### src/rtl/adc_serial_sample_reader.sv
// adc_serial_sample_reader
//   Frames one ADC conversion per request and shifts in its serial data.
//   s_clk is the divided bit clock from the timer. It is sampled in the clk
//   domain and used only as a bit strobe, never as a clock. Each frame yields
//   one parallel sample and a 1-cycle sample_valid pulse.
//
// Parameters
//   FRAME_BITS   s_clk rising edges per frame (bits shifted in)
//   DATA_W       sample width; the last DATA_W bits of the frame, MSB-first
//   QUIET_EDGES  s_clk falling edges with cs_n high between frames (>=1)
//
// Ports
//   clk           system clock
//   reset         asynchronous, active-low reset
//   s_clk         bit clock from the timer (clk domain)
//   sdata         ADC serial data (asynchronous to clk)
//   start         level request; a frame begins on an s_clk fall while idle
//   cs_n          ADC chip select, active-low
//   busy          high whenever the FSM is not idle
//   sample        last accepted sample
//   sample_valid  1-cycle pulse when sample updates
//   frame_err     (ADC_LEADING_ZERO_CHECK_EN only) 1-cycle pulse when a
//                 discarded leading bit was 1; the sample is rejected
//
// Build option
//   `define ADC_LEADING_ZERO_CHECK_EN adds frame_err and leading-bit checking.
module adc_serial_sample_reader #(
  parameter int FRAME_BITS  = 16,
  parameter int DATA_W      = 12,
  parameter int QUIET_EDGES = 2
) (
  input  logic              clk,
  input  logic              reset,
  input  logic              s_clk,
  input  logic              sdata,
  input  logic              start,
  output logic              cs_n,
  output logic              busy,
  output logic [DATA_W-1:0] sample,
`ifdef ADC_LEADING_ZERO_CHECK_EN
  output logic              frame_err,
`endif
  output logic              sample_valid
);

  localparam int BCNT_W = $clog2(FRAME_BITS + 1);
  localparam int QCNT_W = $clog2(QUIET_EDGES + 1);
  // History kept in the shift register: only bits that can still reach the
  // sample (or the leading-bit check) are stored; older bits fall off.
`ifdef ADC_LEADING_ZERO_CHECK_EN
  localparam int HIST_W = FRAME_BITS - 1;
`else
  localparam int HIST_W = DATA_W - 1;
`endif

  if (DATA_W > FRAME_BITS || DATA_W < 2) begin : g_bad_width
    $error("adc_serial_sample_reader: need 2 <= DATA_W <= FRAME_BITS");
  end
  if (QUIET_EDGES < 1) begin : g_bad_quiet
    $error("adc_serial_sample_reader: QUIET_EDGES must be >= 1");
  end

  typedef enum logic [1:0] {IDLE, SHIFT, DONE, GAP} state_t;

  state_t              state_q, state_d;
  logic                s_clk_d;
  logic                rise, fall;
  logic                sdata_meta, sdata_s;
  logic [BCNT_W-1:0]   bitcnt;
  logic [QCNT_W-1:0]   quiet_cnt;
  logic [HIST_W-1:0]   shreg;
  logic [HIST_W:0]     frame_word;
  logic                last_rise;
  logic                lead_err;

  assign rise       = s_clk & ~s_clk_d;
  assign fall       = ~s_clk & s_clk_d;
  // Shift register contents including the bit arriving on this rise.
  assign frame_word = {shreg, sdata_s};
  assign last_rise  = (state_q == SHIFT) && rise &&
                      (bitcnt == BCNT_W'(FRAME_BITS - 1));

`ifdef ADC_LEADING_ZERO_CHECK_EN
  if (FRAME_BITS > DATA_W) begin : g_lead
    assign lead_err = |frame_word[FRAME_BITS-1:DATA_W];
  end else begin : g_nolead
    assign lead_err = 1'b0;
  end
`else
  assign lead_err = 1'b0;
`endif

  // State register
  always_ff @(posedge clk or negedge reset) begin
    if (!reset) state_q <= IDLE;
    else        state_q <= state_d;
  end

  // Next state and status
  always_comb begin
    state_d = state_q;
    busy    = (state_q != IDLE);
    case (state_q)
      IDLE:    if (start && fall) state_d = SHIFT;
      SHIFT:   if (last_rise) state_d = DONE;
      DONE:    state_d = GAP;
      GAP:     if (fall && quiet_cnt == QCNT_W'(QUIET_EDGES - 1)) state_d = IDLE;
      default: state_d = IDLE;
    endcase
  end

  // Edge detect, synchronizer, shift datapath and registered outputs.
  // The sample is captured on the final rise so that it is already stable
  // in the DONE cycle, where sample_valid is high.
  always_ff @(posedge clk or negedge reset) begin
    if (!reset) begin
      s_clk_d      <= 1'b0;
      sdata_meta   <= 1'b0;
      sdata_s      <= 1'b0;
      bitcnt       <= '0;
      quiet_cnt    <= '0;
      shreg        <= '0;
      sample       <= '0;
      sample_valid <= 1'b0;
      cs_n         <= 1'b1;
`ifdef ADC_LEADING_ZERO_CHECK_EN
      frame_err    <= 1'b0;
`endif
    end else begin
      s_clk_d      <= s_clk;
      sdata_meta   <= sdata;
      sdata_s      <= sdata_meta;
      sample_valid <= 1'b0;
`ifdef ADC_LEADING_ZERO_CHECK_EN
      frame_err    <= 1'b0;
`endif
      case (state_q)
        IDLE: begin
          if (start && fall) begin
            cs_n   <= 1'b0;
            bitcnt <= '0;
          end
        end
        SHIFT: begin
          if (rise) begin
            shreg  <= frame_word[HIST_W-1:0];
            bitcnt <= bitcnt + 1'b1;
            if (last_rise) begin
              if (lead_err) begin
`ifdef ADC_LEADING_ZERO_CHECK_EN
                frame_err <= 1'b1;
`endif
              end else begin
                sample       <= frame_word[DATA_W-1:0];
                sample_valid <= 1'b1;
              end
            end
          end
        end
        DONE: begin
          cs_n      <= 1'b1;
          quiet_cnt <= '0;
        end
        GAP: begin
          if (fall) quiet_cnt <= quiet_cnt + 1'b1;
        end
        default: ;
      endcase
    end
  end

endmodule
### config.mk
export PLATFORM = sky130hd
export DESIGN_NAME = adc_serial_sample_reader
export DESIGN_NICKNAME = d
export VERILOG_FILES = /design/src/rtl/adc_serial_sample_reader.sv
export SDC_FILE = /design/constraint.sdc
export NUM_CORES = 1
export LEC_CHECK = 0
export CAP_MARGIN = 20
export CELL_PAD_IN_SITES_DETAIL_PLACEMENT = 0
export CELL_PAD_IN_SITES_GLOBAL_PLACEMENT = 1
export CORE_ASPECT_RATIO = 0.6
export CORE_MARGIN = 2
export CORE_UTILIZATION = 48
export CTS_CLUSTER_SIZE = 14
export DETAILED_ROUTE_END_ITERATION = 16
export PLACE_DENSITY = 0.83
export REMOVE_ABC_BUFFERS = 1
export SYNTH_ARGS = -nofsm -noshare
export SYNTH_HDL_FRONTEND = slang
export SYNTH_SLANG_ARGS = --single-unit
export TNS_END_PERCENT = 50
### constraint.sdc
create_clock -name clk -period 4.5 [get_ports clk]
set_clock_uncertainty 0.15 [all_clocks]
set_input_delay 0.9 -clock clk [delete_from_list [all_inputs] [get_ports clk]]
set_output_delay 0.9 -clock clk [all_outputs]
set_load 0.02 [all_outputs]
==> out/qor.txt <==
CP delay by family, top -> buffers and inverters
R2R Path Start -> state_q[1]
layout cell share with drive strength beyond 1 -> 26.1%
FF+latch count, synth -> 37
RR Endpoint -> state_q[1]
Skew-Pair Late Insertion Delay -> 290 ps
DR WL/cell -> 14.1 um
highest clock rate -> 0.350 GHz
Mapped Area -> 0.00162 sq mm
library cells used by synthesis -> 29
status -> completed
Hold Fails Final Rpt -> 0
FF-to-FF setup slack -> 2010 ps
Root Buffer -> clkbuf_8
CTS-repair resized insts -> 0
vias post-DR -> 941
top post-synthesis cells by area -> dfrtp_1, mux2_2, ha_1
final max-slew violation count -> 0
initial antenna violation count -> 0
GRT Total Usage -> 16.9%
Remaining DRCs -> 0
critical path's slowest cell -> clkdlybuf4s50_1
Initial Utilization -> 49.9%
Post-synth EDFFs -> 0
Critical Path Most Common Cell -> inv_1
crit path cell chain -> inv_1 > ha_1 > inv_1 > clkdlybuf4s50_1
Buf/Inv on CP -> 3
cts bufs inserted -> 5
Peak VDD IR -> 0.000382 V
Sink Count -> 37
Chip Height -> 49.0 um
dpl hpwl -> 1800 um
FFs w/ async S/R, synth -> 100%
htree depth -> 2
crit share post-route -> 63.4%
number of cells on the worst reg-to-reg path -> 5
drt first pass iters -> 3
Iter 0 DRT Violations -> 22
Syn Area/Cell -> 13.9 sq um
Tot Pwr -> 1.10 mW
Area growth, synth to finish -> 22.3%
Clock Tree Buf Depth -> 2
CP Max Fanout -> 7
register area share after synthesis -> 57.3%
count leader, synth -> dfrtp_1
vias in the first global route -> 1024
Slew @ Worst Pin -> 487 ps
CTS tree -> yes
Core Footprint -> 0.00324 sq mm
Critical Path End Type -> output pin
Post-synth top cells -> dfrtp_1, mux2_2, inv_1
Hold Path Class -> reg2reg
crit path launch type -> flop
routed wire length -> 2640 um
Hold-fix buffers, CTS -> 0
setup TNS -> 0 ps
Nets -> 154
Yosys Warn Count -> 0
Port Buffers -> 19
Worst Path Arrival -> 1800 ps
first-pass GRT wire length -> 4880 um
Final Setup Violations -> 0
die area -> 0.00387 sq mm
FP Rows -> 16
max-cap violations -> 0
routability cong. -> 0.735
io pins -> 20
CP max stage delay -> 550 ps
DRT antenna net count -> 0
Worst Path Required -> 3450 ps
Hold Path Sink -> sdata_s
largest net degree at the start of global routing -> 38
dominant cell type by area after synthesis -> dfrtp_1
RSZ-0062 raised after global routing -> no
Clock transition at path regs -> 80 ps
DR vias/cell -> 5.03
Synth top area share -> 55.7%
global route overflow -> 0
Worst Hold Depth -> 0
Die Wd -> 79.0 um
relative slew slack -> 67.6%
WHS -> 209 ps
Worst Hold Launch -> sdata_meta
Main synth FF type -> dfrtp_1
Period minus WS final -> 2850 ps
Gate Count Post-Synth -> 116
crit path kind -> reg2out
Diodes inserted -> 0
power per cell area -> 558 mW/mm^2
Leakage -> 0.979 nW
postcts setup bufs -> 0
placed cells by master (no fill, tap or decap), drive strengths merged:
master	Yosys	layout
dfrtp	36	36
mux2	26	26
clkdlybuf4s50	0	19
inv	10	10
ha	8	8
clkbuf	0	7
nand2b	4	4
nand3b	3	3
mux2i	3	3
nand2	3	3
nand3	2	2
nor2b	2	2
buf	3	2
o22ai	2	2
and3	1	1
nand4b	1	1
nor2	1	1
a222oi	1	1
or4	1	1
o211ai	1	1
o31ai	1	1
o2bb2ai	1	1
xor2	1	1
nor3b	1	1
a21o	1	1
o21ai	1	1
a2bb2oi	1	1
bufinv	0	1
dfstp	1	1
sequential cells by signal, indices dropped and copies added (netlist names):
signal        cells
sample_valid      1
cs_n              1
bitcnt            5
state_q           2
sample           12
quiet_cnt         2
s_clk_d           1
sdata_meta        1
shreg            11
sdata_s           1
where the power goes:
part | switching (mW) | total [mW] | internal [mW]
combinational | 0.162 | 0.330 | 0.168
sequential | 0.0595 | 0.478 | 0.418
clock | 0.116 | 0.297 | 0.181
metal layers:
metal  global-route usage (%)  routed length (um)  up-vias
li1                         -                   -      454
met1                     21.9                1300      468
met2                     26.2                1190       13
met3                     5.00                  92        6
met4                     8.05                  57        0
met5                        0                   0        -
worst max path at each step:
stage | to | startpoint | cells after the start
2_1_floorplan | bitcnt[0] | s_clk | 3
3_3_place_gp | state_q[1] | s_clk | 4
3_5_place_dp | state_q[1] | s_clk | 4
4_1_cts | busy | state_q[0] | 4
5_1_grt | busy | state_q[1] | 4
6_report | busy | state_q[0] | 4
logic make-up (layout without fill, tap and decap cells):
| kind of cell | count (synthesis) | count (layout) | share of synthesized area (%) |
|---|---|---|---|
| flip-flops | 37 | 37 | 57.3 |
| multiplexers | 29 | 29 | 20.0 |
| AND/OR/NAND/NOR | 19 | 19 | 8.04 |
| buffers and inverters | 13 | 39 | 3.40 |
| AO/OA/AOI/OAI | 9 | 9 | 4.56 |
| adder cells (fa/ha/maj) | 8 | 8 | 6.19 |
| XOR/XNOR | 1 | 1 | 0.541 |
area by class of cell:
cell class              count  area, sq um
flip-flops and latches     37          927
multi-input cells          66          636
well taps                  45         56.3
clock inverters             1         30.0
fillers                   253         1260
inverters                  10         37.5
clock buffers               7         86.3
repair buffers             21          205
stage by stage:
step	area, sq um	worst slack (ps)	cells	utilization [%]
after floorplan	1600	2250	113	-
after global placement	1860	1540	179	57.4
after detailed placement	1860	1450	179	57.4
after CTS	1980	1640	187	61.0
after global routing	1980	1530	187	61.0
final	1980	1650	187	61.0
worst reg2reg max path: stages (launching register included):
cell,delay (ps)
dfrtp_1,420
inv_1,120
ha_1,400
nand4b_4,320
a222oi_1,590
mux2_1,370
No activity file was read; power rests on OpenSTA's default activity.
